===== src/rtl/mux2_rr_arbiter_pkg.sv =====
// Shared definitions for the two-requester round-robin arbiter.
//   state_e : arbiter ownership state (idle, A owns the path, B owns the path)
//   SEL_A/B : mux select encodings. The priority pointer reuses these values
//             to name the preferred requester.
package mux2_rr_arbiter_pkg;

    typedef enum logic [1:0] {
        ST_IDLE  = 2'd0,
        ST_OWN_A = 2'd1,
        ST_OWN_B = 2'd2
    } state_e;

    localparam logic SEL_A = 1'b0;
    localparam logic SEL_B = 1'b1;

endpackage


===== src/rtl/mux2_rr_arbiter_mux2x1.sv =====
// Plain 2:1 multiplexer used for the shared datapath.
//   sel  in  : SEL_A selects in0, SEL_B selects in1
//   in0  in  : DATAWIDTH-bit input for requester A
//   in1  in  : DATAWIDTH-bit input for requester B
//   out  out : selected input, passed through unchanged
module mux2x1
    import mux2_rr_arbiter_pkg::*;
#(
    parameter int DATAWIDTH = 8
) (
    input  logic                 sel,
    input  logic [DATAWIDTH-1:0] in0,
    input  logic [DATAWIDTH-1:0] in1,
    output logic [DATAWIDTH-1:0] out
);

    assign out = (sel == SEL_B) ? in1 : in0;

endmodule


===== src/rtl/mux2_rr_arbiter.sv =====
// Round-robin arbiter sharing one 2:1 mux and one output register between two
// packet streams (A, B). A grant covers a whole packet. The path is released
// when the owner's last beat is accepted, and the priority pointer then moves
// to the other requester.
//   clk, rst_n                  : rising-edge clock, async active-low reset
//   a_valid/a_data/a_last/a_ready : requester A beat handshake
//   b_valid/b_data/b_last/b_ready : requester B beat handshake
//   d_valid/d_data/d_last/d_ready : registered output toward the consumer
//   sel                           : registered mux select (0 = A, 1 = B)
//   busy                          : registered, high while A or B owns the path
module mux2_rr_arbiter
    import mux2_rr_arbiter_pkg::*;
#(
    parameter int DATAWIDTH = 8
) (
    input  logic                 clk,
    input  logic                 rst_n,
    input  logic                 a_valid,
    input  logic [DATAWIDTH-1:0] a_data,
    input  logic                 a_last,
    output logic                 a_ready,
    input  logic                 b_valid,
    input  logic [DATAWIDTH-1:0] b_data,
    input  logic                 b_last,
    output logic                 b_ready,
    output logic                 d_valid,
    output logic [DATAWIDTH-1:0] d_data,
    output logic                 d_last,
    input  logic                 d_ready,
    output logic                 sel,
    output logic                 busy
);

    state_e               state_q, state_d;
    logic                 prio_q, prio_d;
    logic                 sel_q, sel_d;
    logic                 busy_q, busy_d;
    logic                 d_valid_q, d_valid_d;
    logic [DATAWIDTH-1:0] d_data_q, d_data_d;
    logic                 d_last_q, d_last_d;

    logic [DATAWIDTH-1:0] mux_data;
    logic                 mux_last;
    logic                 accept;
    logic                 reg_free;

    mux2x1 #(.DATAWIDTH(DATAWIDTH)) u_mux_data (
        .sel (sel_q),
        .in0 (a_data),
        .in1 (b_data),
        .out (mux_data)
    );

    mux2x1 #(.DATAWIDTH(1)) u_mux_last (
        .sel (sel_q),
        .in0 (a_last),
        .in1 (b_last),
        .out (mux_last)
    );

    // The register can take a beat when empty or when it drains on this edge.
    assign reg_free = !d_valid_q || d_ready;

    always_comb begin
        a_ready = (state_q == ST_OWN_A) && reg_free;
        b_ready = (state_q == ST_OWN_B) && reg_free;
    end

    // sel_q always equals the owner while a grant is held, so the mux output
    // is the accepted beat whichever requester is active.
    assign accept = (a_valid && a_ready) || (b_valid && b_ready);

    always_comb begin
        state_d   = state_q;
        prio_d    = prio_q;
        sel_d     = sel_q;
        d_valid_d = d_valid_q;
        d_data_d  = d_data_q;
        d_last_d  = d_last_q;

        case (state_q)
            ST_IDLE: begin
                if (a_valid && (!b_valid || prio_q == SEL_A)) begin
                    state_d = ST_OWN_A;
                    sel_d   = SEL_A;
                end else if (b_valid) begin
                    state_d = ST_OWN_B;
                    sel_d   = SEL_B;
                end
            end
            ST_OWN_A: begin
                if (accept && mux_last) begin
                    state_d = ST_IDLE;
                    prio_d  = SEL_B;
                end
            end
            ST_OWN_B: begin
                if (accept && mux_last) begin
                    state_d = ST_IDLE;
                    prio_d  = SEL_A;
                end
            end
            default: state_d = ST_IDLE;
        endcase

        // A new load wins over a drain, so d_valid stays high back to back.
        if (accept) begin
            d_valid_d = 1'b1;
            d_data_d  = mux_data;
            d_last_d  = mux_last;
        end else if (d_ready) begin
            d_valid_d = 1'b0;
        end

        busy_d = (state_d != ST_IDLE);
    end

    always_ff @(posedge clk or negedge rst_n) begin
        if (!rst_n) begin
            state_q   <= ST_IDLE;
            prio_q    <= SEL_A;
            sel_q     <= SEL_A;
            busy_q    <= 1'b0;
            d_valid_q <= 1'b0;
            d_data_q  <= '0;
            d_last_q  <= 1'b0;
        end else begin
            state_q   <= state_d;
            prio_q    <= prio_d;
            sel_q     <= sel_d;
            busy_q    <= busy_d;
            d_valid_q <= d_valid_d;
            d_data_q  <= d_data_d;
            d_last_q  <= d_last_d;
        end
    end

    assign d_valid = d_valid_q;
    assign d_data  = d_data_q;
    assign d_last  = d_last_q;
    assign sel     = sel_q;
    assign busy    = busy_q;

endmodule


===== config.mk =====
export PLATFORM = sky130hd
export DESIGN_NAME = mux2_rr_arbiter
export DESIGN_NICKNAME = d
export VERILOG_FILES = /design/src/rtl/mux2_rr_arbiter_pkg.sv /design/src/rtl/mux2_rr_arbiter_mux2x1.sv /design/src/rtl/mux2_rr_arbiter.sv
export SDC_FILE = /design/constraint.sdc
export NUM_CORES = 1
export LEC_CHECK = 0
export CAP_MARGIN = 5
export CORE_UTILIZATION = 40
export CTS_BUF_LIST = sky130_fd_sc_hd__clkbuf_16
export CTS_CLUSTER_DIAMETER = 50
export DETAILED_ROUTE_END_ITERATION = 16
export PLACE_DENSITY = 0.78
export SETUP_SLACK_MARGIN = 0.3
export SLEW_MARGIN = 20
export SYNTH_ARGS = -nofsm -noshare
export SYNTH_HDL_FRONTEND = slang
export SYNTH_SLANG_ARGS = --single-unit
export TNS_END_PERCENT = 30

===== constraint.sdc =====
create_clock -name clk -period 1.8 [get_ports clk]
set_clock_uncertainty 0.05 [all_clocks]
set_input_delay 0.45 -clock clk [delete_from_list [all_inputs] [get_ports clk]]
set_output_delay 0.45 -clock clk [all_outputs]
set_load 0.01 [all_outputs]

After elaboration in Yosys (flattened, before gate mapping)
Index checks and enable logic that the tools add are counted.

word-level totals
  register bits after elaboration = 15
  input port bits = 23
  output and inout port bits = 14
  logic and storage cells = 44

cells by class
  equal/unequal tests = 4
  muxes and demuxes = 13
  bitwise gates (word level) = 1
  reduce and logical (&&, ||, !) cells = 19

operators with widths
  operator                                              number
  two-way mux 8 bit                                     1
  nonzero test 2 bit                                    4
  two-way mux 1 bit                                     7
  logical AND 1 bit                                     6
  two-way mux 2 bit                                     3
  != test 2 x 1 -> 1 bit (second input constant)        2
  one-hot mux 2 bit (2 select lines)                    1
  logical OR 1 bit                                      3
  AND reduction 3 bit                                   1
  equality test 2 x 1 -> 1 bit (second input constant)  1
  equality test 2 bit (second input constant)           1
  zero test 1 bit                                       2
  zero test 2 bit                                       1
  one-hot mux 1 bit (2 select lines)                    1
  AND reduction 2 bit                                   1
  OR reduction 2 bit                                    1
  NOT 1 bit                                             1

Longest topological paths before layout
Gate-level depths: netlist of the first run.

  depth after elaboration = 9
  depth in mapped cells = 7
  mapped depth without buffers = 6

Modules after synthesis
From an unflattened synthesis of the first run, not the netlist that was laid out.

unflattened totals
  cells, all modules = 67
  area, all modules = 862.1 µm²

modules (own cells, without submodules)
  module                times used  cells each  area each (µm²)  sequential area each (µm²)
  mux2_rr_arbiter       1           57          715.7            375.4
  mux2x1 at u_mux_data  1           9           131.4            0.0
  mux2x1 at u_mux_last  1           1           15.0             0.0

Worst setup path before layout of the first run
OpenSTA, ideal clock, no wires.

  path type = register -> register
  start point = register state_q[1]
  end point = register d_data_q[6] (netlist: d_data[6])
  library setup time = 0.077 ns
  arrival time = 1.449 ns
  data required time = 1.673 ns
  slack = 0.224 ns
  stages on the path, launching flop included = 8
  buffers on the path = 1
  period minus slack after synthesis = 1.576 ns
  cells stage by stage = dfrtp_1 > inv_1 > ha_1 > a22oi_1 > nor2_1 > buf_2 > nor2_1 > a21oi_1

on the way
  word-level cells in the longest chain between the ends = 4
  elaborated cells between the ends (all ways) = 7
  classes of those cells = 2 x eq/ne; 5 x reduce/logical

RTL lines
  what                                                                 RTL line                                      RTL
  start: declaration                                                   mux2_rr_arbiter.sv:34                         state_e state_q, state_d;
  start signal: assignment                                             mux2_rr_arbiter.sv:128                        state_q <= state_d;
  equality test 2 x 1 -> 1 bit or equality test 2 bit (tied branches)  mux2_rr_arbiter.sv:65, mux2_rr_arbiter.sv:66
  logical AND 1 bit, on equally long branches                          mux2_rr_arbiter.sv:65, mux2_rr_arbiter.sv:66
  logical AND 1 bit                                                    mux2_rr_arbiter.sv:71                         assign accept = (a_valid && a_ready) || (b_valid && b_ready);
  logical OR 1 bit (*)                                                 mux2_rr_arbiter.sv:71
  end signal: assignment                                               mux2_rr_arbiter.sv:133                        d_data_q <= d_data_d;
  end: declaration                                                     mux2_rr_arbiter.sv:39                         logic [DATAWIDTH-1:0] d_data_q, d_data_d;

Every way passes the cells marked *; elsewhere a longest branch is shown, timed or not.
A chain may end at the register's enable or synchronous reset.

Final worst setup path of the first run
  start point = register state_q[1]
  end point = register prio_q

on the way
  word-level cells in the longest chain between the ends = 7
  elaborated cells between the ends (all ways) = 13
  classes of those cells = 4 x eq/ne; 1 x mux; 8 x reduce/logical

RTL lines
  what                                                                 RTL line                                                             RTL
  equality test 2 x 1 -> 1 bit or equality test 2 bit (tied branches)  mux2_rr_arbiter.sv:65, mux2_rr_arbiter.sv:81, mux2_rr_arbiter.sv:66
  logical AND 1 bit, on equally long branches                          mux2_rr_arbiter.sv:65, mux2_rr_arbiter.sv:66
  logical AND 1 bit                                                    mux2_rr_arbiter.sv:71
  logical OR 1 bit                                                     mux2_rr_arbiter.sv:71
  logical AND 1 bit                                                    mux2_rr_arbiter.sv:92, mux2_rr_arbiter.sv:98
  != test 2 x 1 -> 1 bit (no line)                                     -
  AND reduction 3 bit (no line)                                        -
  end signal: assignment                                               mux2_rr_arbiter.sv:129                                               prio_q <= prio_d;
  end: declaration                                                     mux2_rr_arbiter.sv:35                                                logic prio_q, prio_d;

Parallel ways exist; a longest one is shown, timed or not.

==> reports/qor.yml, run 1 <==
run_status:
  status: "complete, no violations"
drt:
  final_antenna_net_count: 0
  drt-total-wl_mm: 2.810
  drtIter0Drc: 34
  drc: 0
  vias: 890
  vias_per_cell: 5.460
  wire_per_inst_um: 17.24
  firstDrtPassIters: 4
setup_path:
  required_ns: 1.88
  worstSetupStartpoint: "state_q[1]"
  start_kind: "flip-flop"
  critPathKind: "reg -> reg"
  crit-reg2reg-launch: "state_q[1]"
  worst_setup_path_end_kind: "flip-flop"
  critPathMaxFanout: 4
  critPathArrivalTime_ns: 1.87
sta:
  rsz0062_at_grt: "yes"
  setup_ws_ns: 0.01014
  max-slew-margin-rel: 0.7677
  setup_violations: 0
  final.min_clock_period_ns: 1.790
  slew_viol_final: 0
  min_period_over_period: 0.9944
  whs_ns: 0.4789
  worst_slew_pin_slew_ns: 0.3485
  fmax_mhz: 558.7
  hold_viol: 0
logic_synthesis:
  synthesis.nets: 106
  ys_top_cells_by_area: "dfrtp_1, mux2i_1, a21oi_1, ha_1, nor2_1"
  syn_area_um2: 798.3
  synthDistinctLibCells: 23
  synth_top_area_share: 0.4702
  synth_top_area_cell: "dfrtp_1"
  syn_inst: 79
  yosys_warnings: 0
  syn_area_per_cell_um2: 10.10
  ys_seq_area_frac: 0.4702
  synth-seq-cells: 15
placed_design:
  pre_cts_ws_ns: -0.3897
  io_buffer_count: 36
  hpwl_mm: 1.689
  place.gp.congestion: 0.8072
global_routing:
  grt_pass1_wl_mm: 3.974
  grt_use_total: 0.2670
  grt_antenna_before_repair: 0
  first_global_vias: 900
  grt_max_degree: 17
  grt-ovfl-total: 0
floorplanning:
  die_w_um: 46.67
  dieHeight_um: 46.67
  boundaryPins: 37
  core-area_um2: 1802
  initial_utilization: 0.4431
  die_area_um2: 2178
  row_count: 15
final_layout:
  drive_gt1_frac: 0.2754
  syn_to_final_growth_pct: 82.92
  layout.nets: 166
  layout_commonest_cell: "clkdlybuf4s50_1"
  multi_input_area_um2: 417.9
  diodes: 0
  fillers: 109
  ff_latch_area_um2: 375.4
  layout_common_cells: "clkdlybuf4s50_1, buf_4, dfrtp_1"
clocking:
  ctsHoldBuffers: 0
  cts.sinks: 15
  path_clk_slew_ns: 0.05
  cts_buffers: 3
  clk_latency_ns: 0.24
  cts_tree: "built"
  cts_buffer_depth: 2
  htreeDepth: 1
  cts_root_buf: "clkbuf_16"
power:
  powerDensity_nw_per_um2: 1687
  ir_drop_v: 0.001153
  p_leak_uw: 0.0007542
worst_hold_path:
  hold_path.class: "in -> async"
flow_run:
  drv_cap: 0
-- cell usage after synthesis --
| master | n |
|---|---|
| nor2b_1 | 3 |
| a311o_1 | 1 |
| dfrtp_1 | 15 |
| a22o_1 | 1 |
| mux2i_1 | 8 |
| buf_2 | 1 |
| a31o_2 | 1 |
| nand3_1 | 3 |
| o21ai_0 | 3 |
| a32o_1 | 1 |
| a21oi_1 | 10 |
| and2_1 | 1 |
| nor2_1 | 11 |
| mux2_4 | 1 |
| a221oi_2 | 1 |
| ha_1 | 4 |
| a22oi_1 | 1 |
| inv_1 | 5 |
| a31o_1 | 1 |
| nand2b_1 | 1 |
| nand2_1 | 4 |
| buf_6 | 1 |
| a31oi_1 | 1 |
-- state kept, by name, summed over array words and instances (netlist names) --
name and flops:
state_q 2, d_data 8, d_valid 1, d_last 1, sel 1, prio_q 1, busy 1
-- worst max-delay path, stage by stage (launching register included) --
cell and delay (ns):
dfrtp_1 0.38, inv_2 0.05, ha_2 0.17, buf_4 0.14, a22o_1 0.27, buf_4 0.15, buf_6 0.11, nand3_4 0.08
nand2_2 0.06, a32o_1 0.21
-- what timing repair did --
action | in CTS | in global routing
buffers inserted | 4 | 1
endpoints found under the setup margin | 27 | 26
resized for setup | 16 | 14
pin swaps | 5 | 4
-- kinds of logic (layout without fill, tap and decap cells) --
logic type,Yosys count,count (layout),share of synthesized area
fa+ha+maj,4,4,0.06270
buf+inv,7,66,0.04388
flops,15,15,0.4702
mux,9,9,0.1191
compound gates,21,21,0.1756
simple gates,23,23,0.1285
-- per-layer routing --
layer,global-route usage,part of all wire,up-vias
li1,-,-,398
met1,0.3047,0.38,441
met2,0.4861,0.54,38
met3,0.04314,0.044,13
met4,0.1086,0.028,0
met5,0,0,-
-- per-stage QoR --
stage / area [um^2] / power, uW / setup TNS, ns / utilization / instances
global route: 1460 / 2599 / -0.1943 / 0.8104 / 163
finish: 1460 / 2464 / 0 / 0.8104 / 163
detailed placement: 1296 / 1896 / -1.363 / 0.7194 / 154
CTS: 1411 / 2397 / 0 / 0.7833 / 162
floorplan: 800.8 / 1254 / 0 / - / 79
global placement: 1296 / 1841 / -0.9038 / 0.7194 / 154
-- area by class of cell --
class,instances,share of cell area
tap,25,0.02142
clock inverter,1,0.003428
clock buffer,3,0.05141
inverter,5,0.01285
timing repair buffer,57,0.3676
sequential,15,0.2571
multi-input combinational,57,0.2862
-- final timing paths --
path	to	slack, ns	cells past startpoint
max in group asynchronous	d_data[3]	1.04	2
min	d_data[6]	0.48	2
min in group clk	d_data[4]	0.48	2
max	prio_q	0.01	9
max reg2reg	prio_q	0.01	9
min reg2reg	d_data[4]	0.48	2
-- power by group --
part,internal [uW],switching (uW),total (uW)
registers,502,104,605
clock network,297,140,436
logic,741,681,1420
total,1540,924,2460
Note: power is estimated with default switching activity, not from simulation.
==> run 2: changes to the inputs <==
--- a/config.mk
+++ b/config.mk
@@ -16,4 +16,4 @@
 export SYNTH_ARGS = -nofsm -noshare
 export SYNTH_HDL_FRONTEND = slang
 export SYNTH_SLANG_ARGS = --single-unit
-export TNS_END_PERCENT = 30
+export TNS_END_PERCENT = 5
==> reports/qor.yml, run 2 (synthesis results as in run 1) <==
floorplanning:
  die_w_um: 46.67
  dieHeight_um: 46.67
  core-area_um2: 1802
  initial_utilization: 0.4431
  row_count: 15
  boundaryPins: 37
  die_area_um2: 2178
setup_path:
  critPathArrivalTime_ns: 1.92
  critPathMaxFanout: 4
  start_kind: "flip-flop"
  path_cells: "inv_2, ha_2, buf_6, a22o_1, a31o_1, a221oi_2, buf_4"
  required_ns: 1.94
  reg2reg_slack_ns: 0.02
  worst_setup_path_end_kind: "flip-flop"
  slowest_delay_ns: 0.42
  critPathKind: "reg -> reg"
  crit_family: "compound AO/OA/AOI/OAI gates"
  cp_num_buf_inv: 3
  critPathSlowestCell: "dfrtp_1"
placed_design:
  place.gp.congestion: 0.8399
  post_dp_cell_area_um2: 1281
  hpwl_mm: 1.717
  dp_cells: 152
  io_buffer_count: 36
drt:
  firstDrtPassIters: 4
  drt-total-wl_mm: 2.344
  final_antenna_net_count: 0
  drc: 0
  drtIter0Drc: 12
  wire_per_inst_um: 14.74
  vias_per_cell: 5.063
  vias: 805
sta:
  rsz0062_at_grt: "yes"
  fmax_mhz: 560.8
  hold_viol: 0
  worst_slew_pin_slew_ns: 0.2530
  slew_viol_final: 0
  setup_violations: 0
  min_period_over_period: 0.9906
  max-slew-margin-rel: 0.8314
  final.min_clock_period_ns: 1.783
global_routing:
  grt_pass1_wl_mm: 3.698
  grt_antenna_before_repair: 0
  grt_max_degree: 17
  grt-ovfl-total: 0
  grt_use_total: 0.2537
  first_global_vias: 870
clocking:
  cts.sinks: 15
  cts_tree: "built"
  cts_buffer_depth: 2
  cts_buffers: 3
  clk_latency_ns: 0.25
  ctsHoldBuffers: 0
  path_clk_slew_ns: 0.05
  htreeDepth: 1
  cts_root_buf: "clkbuf_16"
final_layout:
  ff_latch_area_um2: 376.6
  multi_input_area_um2: 407.9
  fillers: 129
  final_util: 0.7736
  drive_gt1_frac: 0.2463
  syn_to_final_growth_pct: 74.61
  diodes: 0
  design_area_um2: 1394
  layout.nets: 162
  finalNonFillerCells: 159
  layout_common_cells: "clkdlybuf4s50_1, buf_4, dfrtp_1"
  largest_reg_flops: 8
  layout_commonest_cell: "clkdlybuf4s50_1"
flow_run:
  drv_cap: 0
power:
  p_leak_uw: 0.0006416
  ir_drop_v: 0.001286
  powerDensity_nw_per_um2: 1716
worst_hold_path:
  hold_path.class: "reg -> reg"
run_status:
  status: "complete, no violations"
-- run 2: final timing paths --
| path | from | end | cells after the start |
|---|---|---|---|
| max reg2reg | state_q[1] | state_q[0] | 7 |
| max in group asynchronous | rst_n | sel | 2 |
| min | d_data[4] | d_data[4] | 2 |
| min in group asynchronous | rst_n | d_data[6] | 2 |
| min reg2reg | d_data[4] | d_data[4] | 2 |
| max | state_q[1] | state_q[0] | 7 |
-- run 2: final cells by class --
cell class | count | area share
flip-flops and latches | 15 | 0.2702
well taps | 25 | 0.02244
clock inverters | 1 | 0.002693
multi-input cells | 57 | 0.2926
clock buffers | 3 | 0.05386
inverters | 5 | 0.01346
repair buffers | 53 | 0.3447
-- run 2: metrics by stage --
stage | setup WS, ns | hold slack, ns | total power, uW | setup TNS [ns]
floorplan | 0.2283 | 0.1044 | 1254 | 0
global placement | -0.3830 | 0.4427 | 1820 | -0.9751
detailed placement | -0.3981 | 0.4645 | 1881 | -1.466
CTS | 0.03924 | 0.4775 | 2359 | 0
global route | 0.0009168 | 0.4944 | 2542 | 0
finish | 0.01690 | 0.4710 | 2392 | 0
-- run 2: report_power, final --
group	internal [uW]	switching [uW]	total, uW	leakage (uW)
combinational	738	599	1340	0.000429
sequential	504	119	623	0.000170
clock	294	137	432	0.0000423
-- run 2: what timing repair did --
item	CTS	global route
buffers inserted	1	2
pin swaps	4	2
endpoints found under the setup margin	27	27
cloned	0	0
resized for setup	14	3
-- run 2: worst register-to-register path: stages, from the launching register on --
cell      delay [ns]
dfrtp_1         0.42
inv_2           0.07
ha_2            0.19
buf_6           0.12
a22o_1          0.24
a31o_1          0.19
a221oi_2        0.28
buf_4           0.16
-- run 2: metal layers --
layer / track usage / share of wire / vias to the layer above
met1: 0.2716 / 0.39 / 385
met5: 0 / 0 / -
met2: 0.4417 / 0.54 / 20
met3: 0.06667 / 0.035 / 8
li1: - / - / 392
met4: 0.1486 / 0.028 / 0
==> run 3: changes to the inputs <==
--- a/config.mk
+++ b/config.mk
@@ -6,6 +6,7 @@
 export NUM_CORES = 1
 export LEC_CHECK = 0
 export CAP_MARGIN = 5
+export CORE_ASPECT_RATIO = 0.9
 export CORE_UTILIZATION = 40
 export CTS_BUF_LIST = sky130_fd_sc_hd__clkbuf_16
 export CTS_CLUSTER_DIAMETER = 50
==> reports/qor.yml, run 3 (synthesis results as in run 1) <==
run_status:
  status: "complete, no violations"
final_layout:
  layout_common_cells: "clkdlybuf4s50_1, buf_4, dfrtp_1"
  diodes: 0
  layout.nets: 164
  fillers: 116
  layout_commonest_cell: "clkdlybuf4s50_1"
  largest_reg_flops: 8
  finalNonFillerCells: 160
  drive_gt1_frac: 0.2426
  design_area_um2: 1398
  final_util: 0.7900
  syn_to_final_growth_pct: 75.08
global_routing:
  first_global_vias: 759
  grt_antenna_before_repair: 0
  grt_max_degree: 17
  grt-ovfl-total: 0
  grt_use_total: 0.2287
  grt_pass1_wl_mm: 3.588
sta:
  final.min_clock_period_ns: 1.730
  setup_ws_ns: 0.07018
  fmax_mhz: 578.1
  worst_slew_pin_slew_ns: 0.2888
  rsz0062_at_grt: "yes"
  min_period_over_period: 0.9610
  slew_viol_final: 0
  hold_viol: 0
  setup_violations: 0
  max-slew-margin-rel: 0.8074
clocking:
  cts_buffer_depth: 2
  clk_latency_ns: 0.24
  ctsHoldBuffers: 0
  path_clk_slew_ns: 0.05
  cts_root_buf: "clkbuf_16"
  htreeDepth: 1
  cts.sinks: 15
  cts_buffers: 3
  cts_tree: "built"
floorplanning:
  initial_utilization: 0.4512
  die_area_um2: 2179
  boundaryPins: 37
  row_count: 14
  core-area_um2: 1769
  dieHeight_um: 44.38
  die_w_um: 49.09
drt:
  wl_met3_um: 121
  drtIter0Drc: 23
  final_antenna_net_count: 0
  wire_per_inst_um: 14.06
  wl_met1_um: 918
  firstDrtPassIters: 4
  vias: 800
  drc: 0
  dr.max_layer_used: "met4"
  vias_per_cell: 5.000
  met2_length_mm: 1.189
  drt-total-wl_mm: 2.249
setup_path:
  start_kind: "flip-flop"
  path_cells: "inv_2, ha_2, buf_4, a22o_1, a31o_1, a221oi_2, a311o_1"
  critPathKind: "reg -> reg"
  crit_family: "compound AO/OA/AOI/OAI gates"
  critPathArrivalTime_ns: 1.86
  critPathSlowestCell: "dfrtp_1"
  cp_num_buf_inv: 2
  critPathMaxFanout: 3
  worst_setup_path_end_kind: "flip-flop"
  slowest_delay_ns: 0.41
  required_ns: 1.93
placed_design:
  io_buffer_count: 36
  hpwl_mm: 1.652
  post_dp_cell_area_um2: 1295
  dp_cells: 153
  pre_cts_ws_ns: -0.4001
  place.gp.congestion: 0.7999
worst_hold_path:
  hold_path.class: "in -> async"
power:
  powerDensity_nw_per_um2: 1702
  switching_share: 0.3494
  power_frac_comb: 0.563
  internal_power_uw: 1548
  seqPwrFrac: 0.260
  p_clk_frac: 0.178
  p_switching_uw: 831.3
  p_leak_uw: 0.0006500
  ir_drop_v: 0.001039
flow_run:
  drv_cap: 0
run 3: changes by cell type in the layout (fill, tap and decap cells not counted), sizes merged:
cell           before  now
buf                19   21
clkdlybuf4s50      33   32
dlygate4sd2         1    2
run 3: path summary, 6_finish.rpt:
| kind | startpoint | slack, ns | cells after the start | end |
|---|---|---|---|---|
| max in group asynchronous | rst_n | 1.02 | 2 | sel |
| setup / recovery | state_q[1] | 0.07 | 7 | busy |
| hold / removal | rst_n | 0.48 | 2 | state_q[0] |
| setup reg to reg | state_q[1] | 0.07 | 7 | busy |
| hold reg to reg | d_data[6] | 0.48 | 2 | d_data[6] |
| min in group clk | d_data[6] | 0.48 | 2 | d_data[6] |
run 3: layout make-up:
class                           count  area, um^2  share of cell area
Timing Repair Buffer               55       490.5              0.3509
Multi-Input combinational cell     57       402.9              0.2883
Sequential cell                    15       376.6              0.2695
Clock buffer                        3       75.07             0.05372
Tap cell                           24       30.03             0.02149
Inverter                            5       18.77             0.01343
Clock inverter                      1       3.754            0.002686
run 3: metrics by stage:
| stage | power (uW) | setup TNS, ns | hold WS, ns |
|---|---|---|---|
| after floorplan | 1254 | 0 | 0.1044 |
| after global placement | 1852 | -0.8653 | 0.4384 |
| after detailed placement | 1902 | -1.405 | 0.4613 |
| after CTS | 2361 | 0 | 0.4742 |
| after global routing | 2531 | -0.004473 | 0.4942 |
| final | 2379 | 0 | 0.4760 |
run 3: layer usage:
| metal | up-vias | GRT usage |
|---|---|---|
| met3 | 2 | 0.04124 |
| met1 | 369 | 0.2713 |
| met5 | - | 0 |
| met4 | 0 | 0.07059 |
| li1 | 392 | - |
| met2 | 37 | 0.4247 |
run 3: repair_timing:
action | 4_1_cts | 5_1_grt
gates cloned | 0 | 0
endpoints found under the setup margin | 27 | 27
setup buffers | 2 | 1
resized for setup | 15 | 0
pin swaps | 3 | 2
run 3: power by group through the flow:
stage | logic (uW) | registers [uW] | clock network [uW]
CTS | 1310 | 616 | 431
finish | 1340 | 618 | 423
global placement | 1250 | 601 | 0
detailed placement | 1290 | 609 | 0
floorplan | 600 | 654 | 0
global route | 1440 | 637 | 453
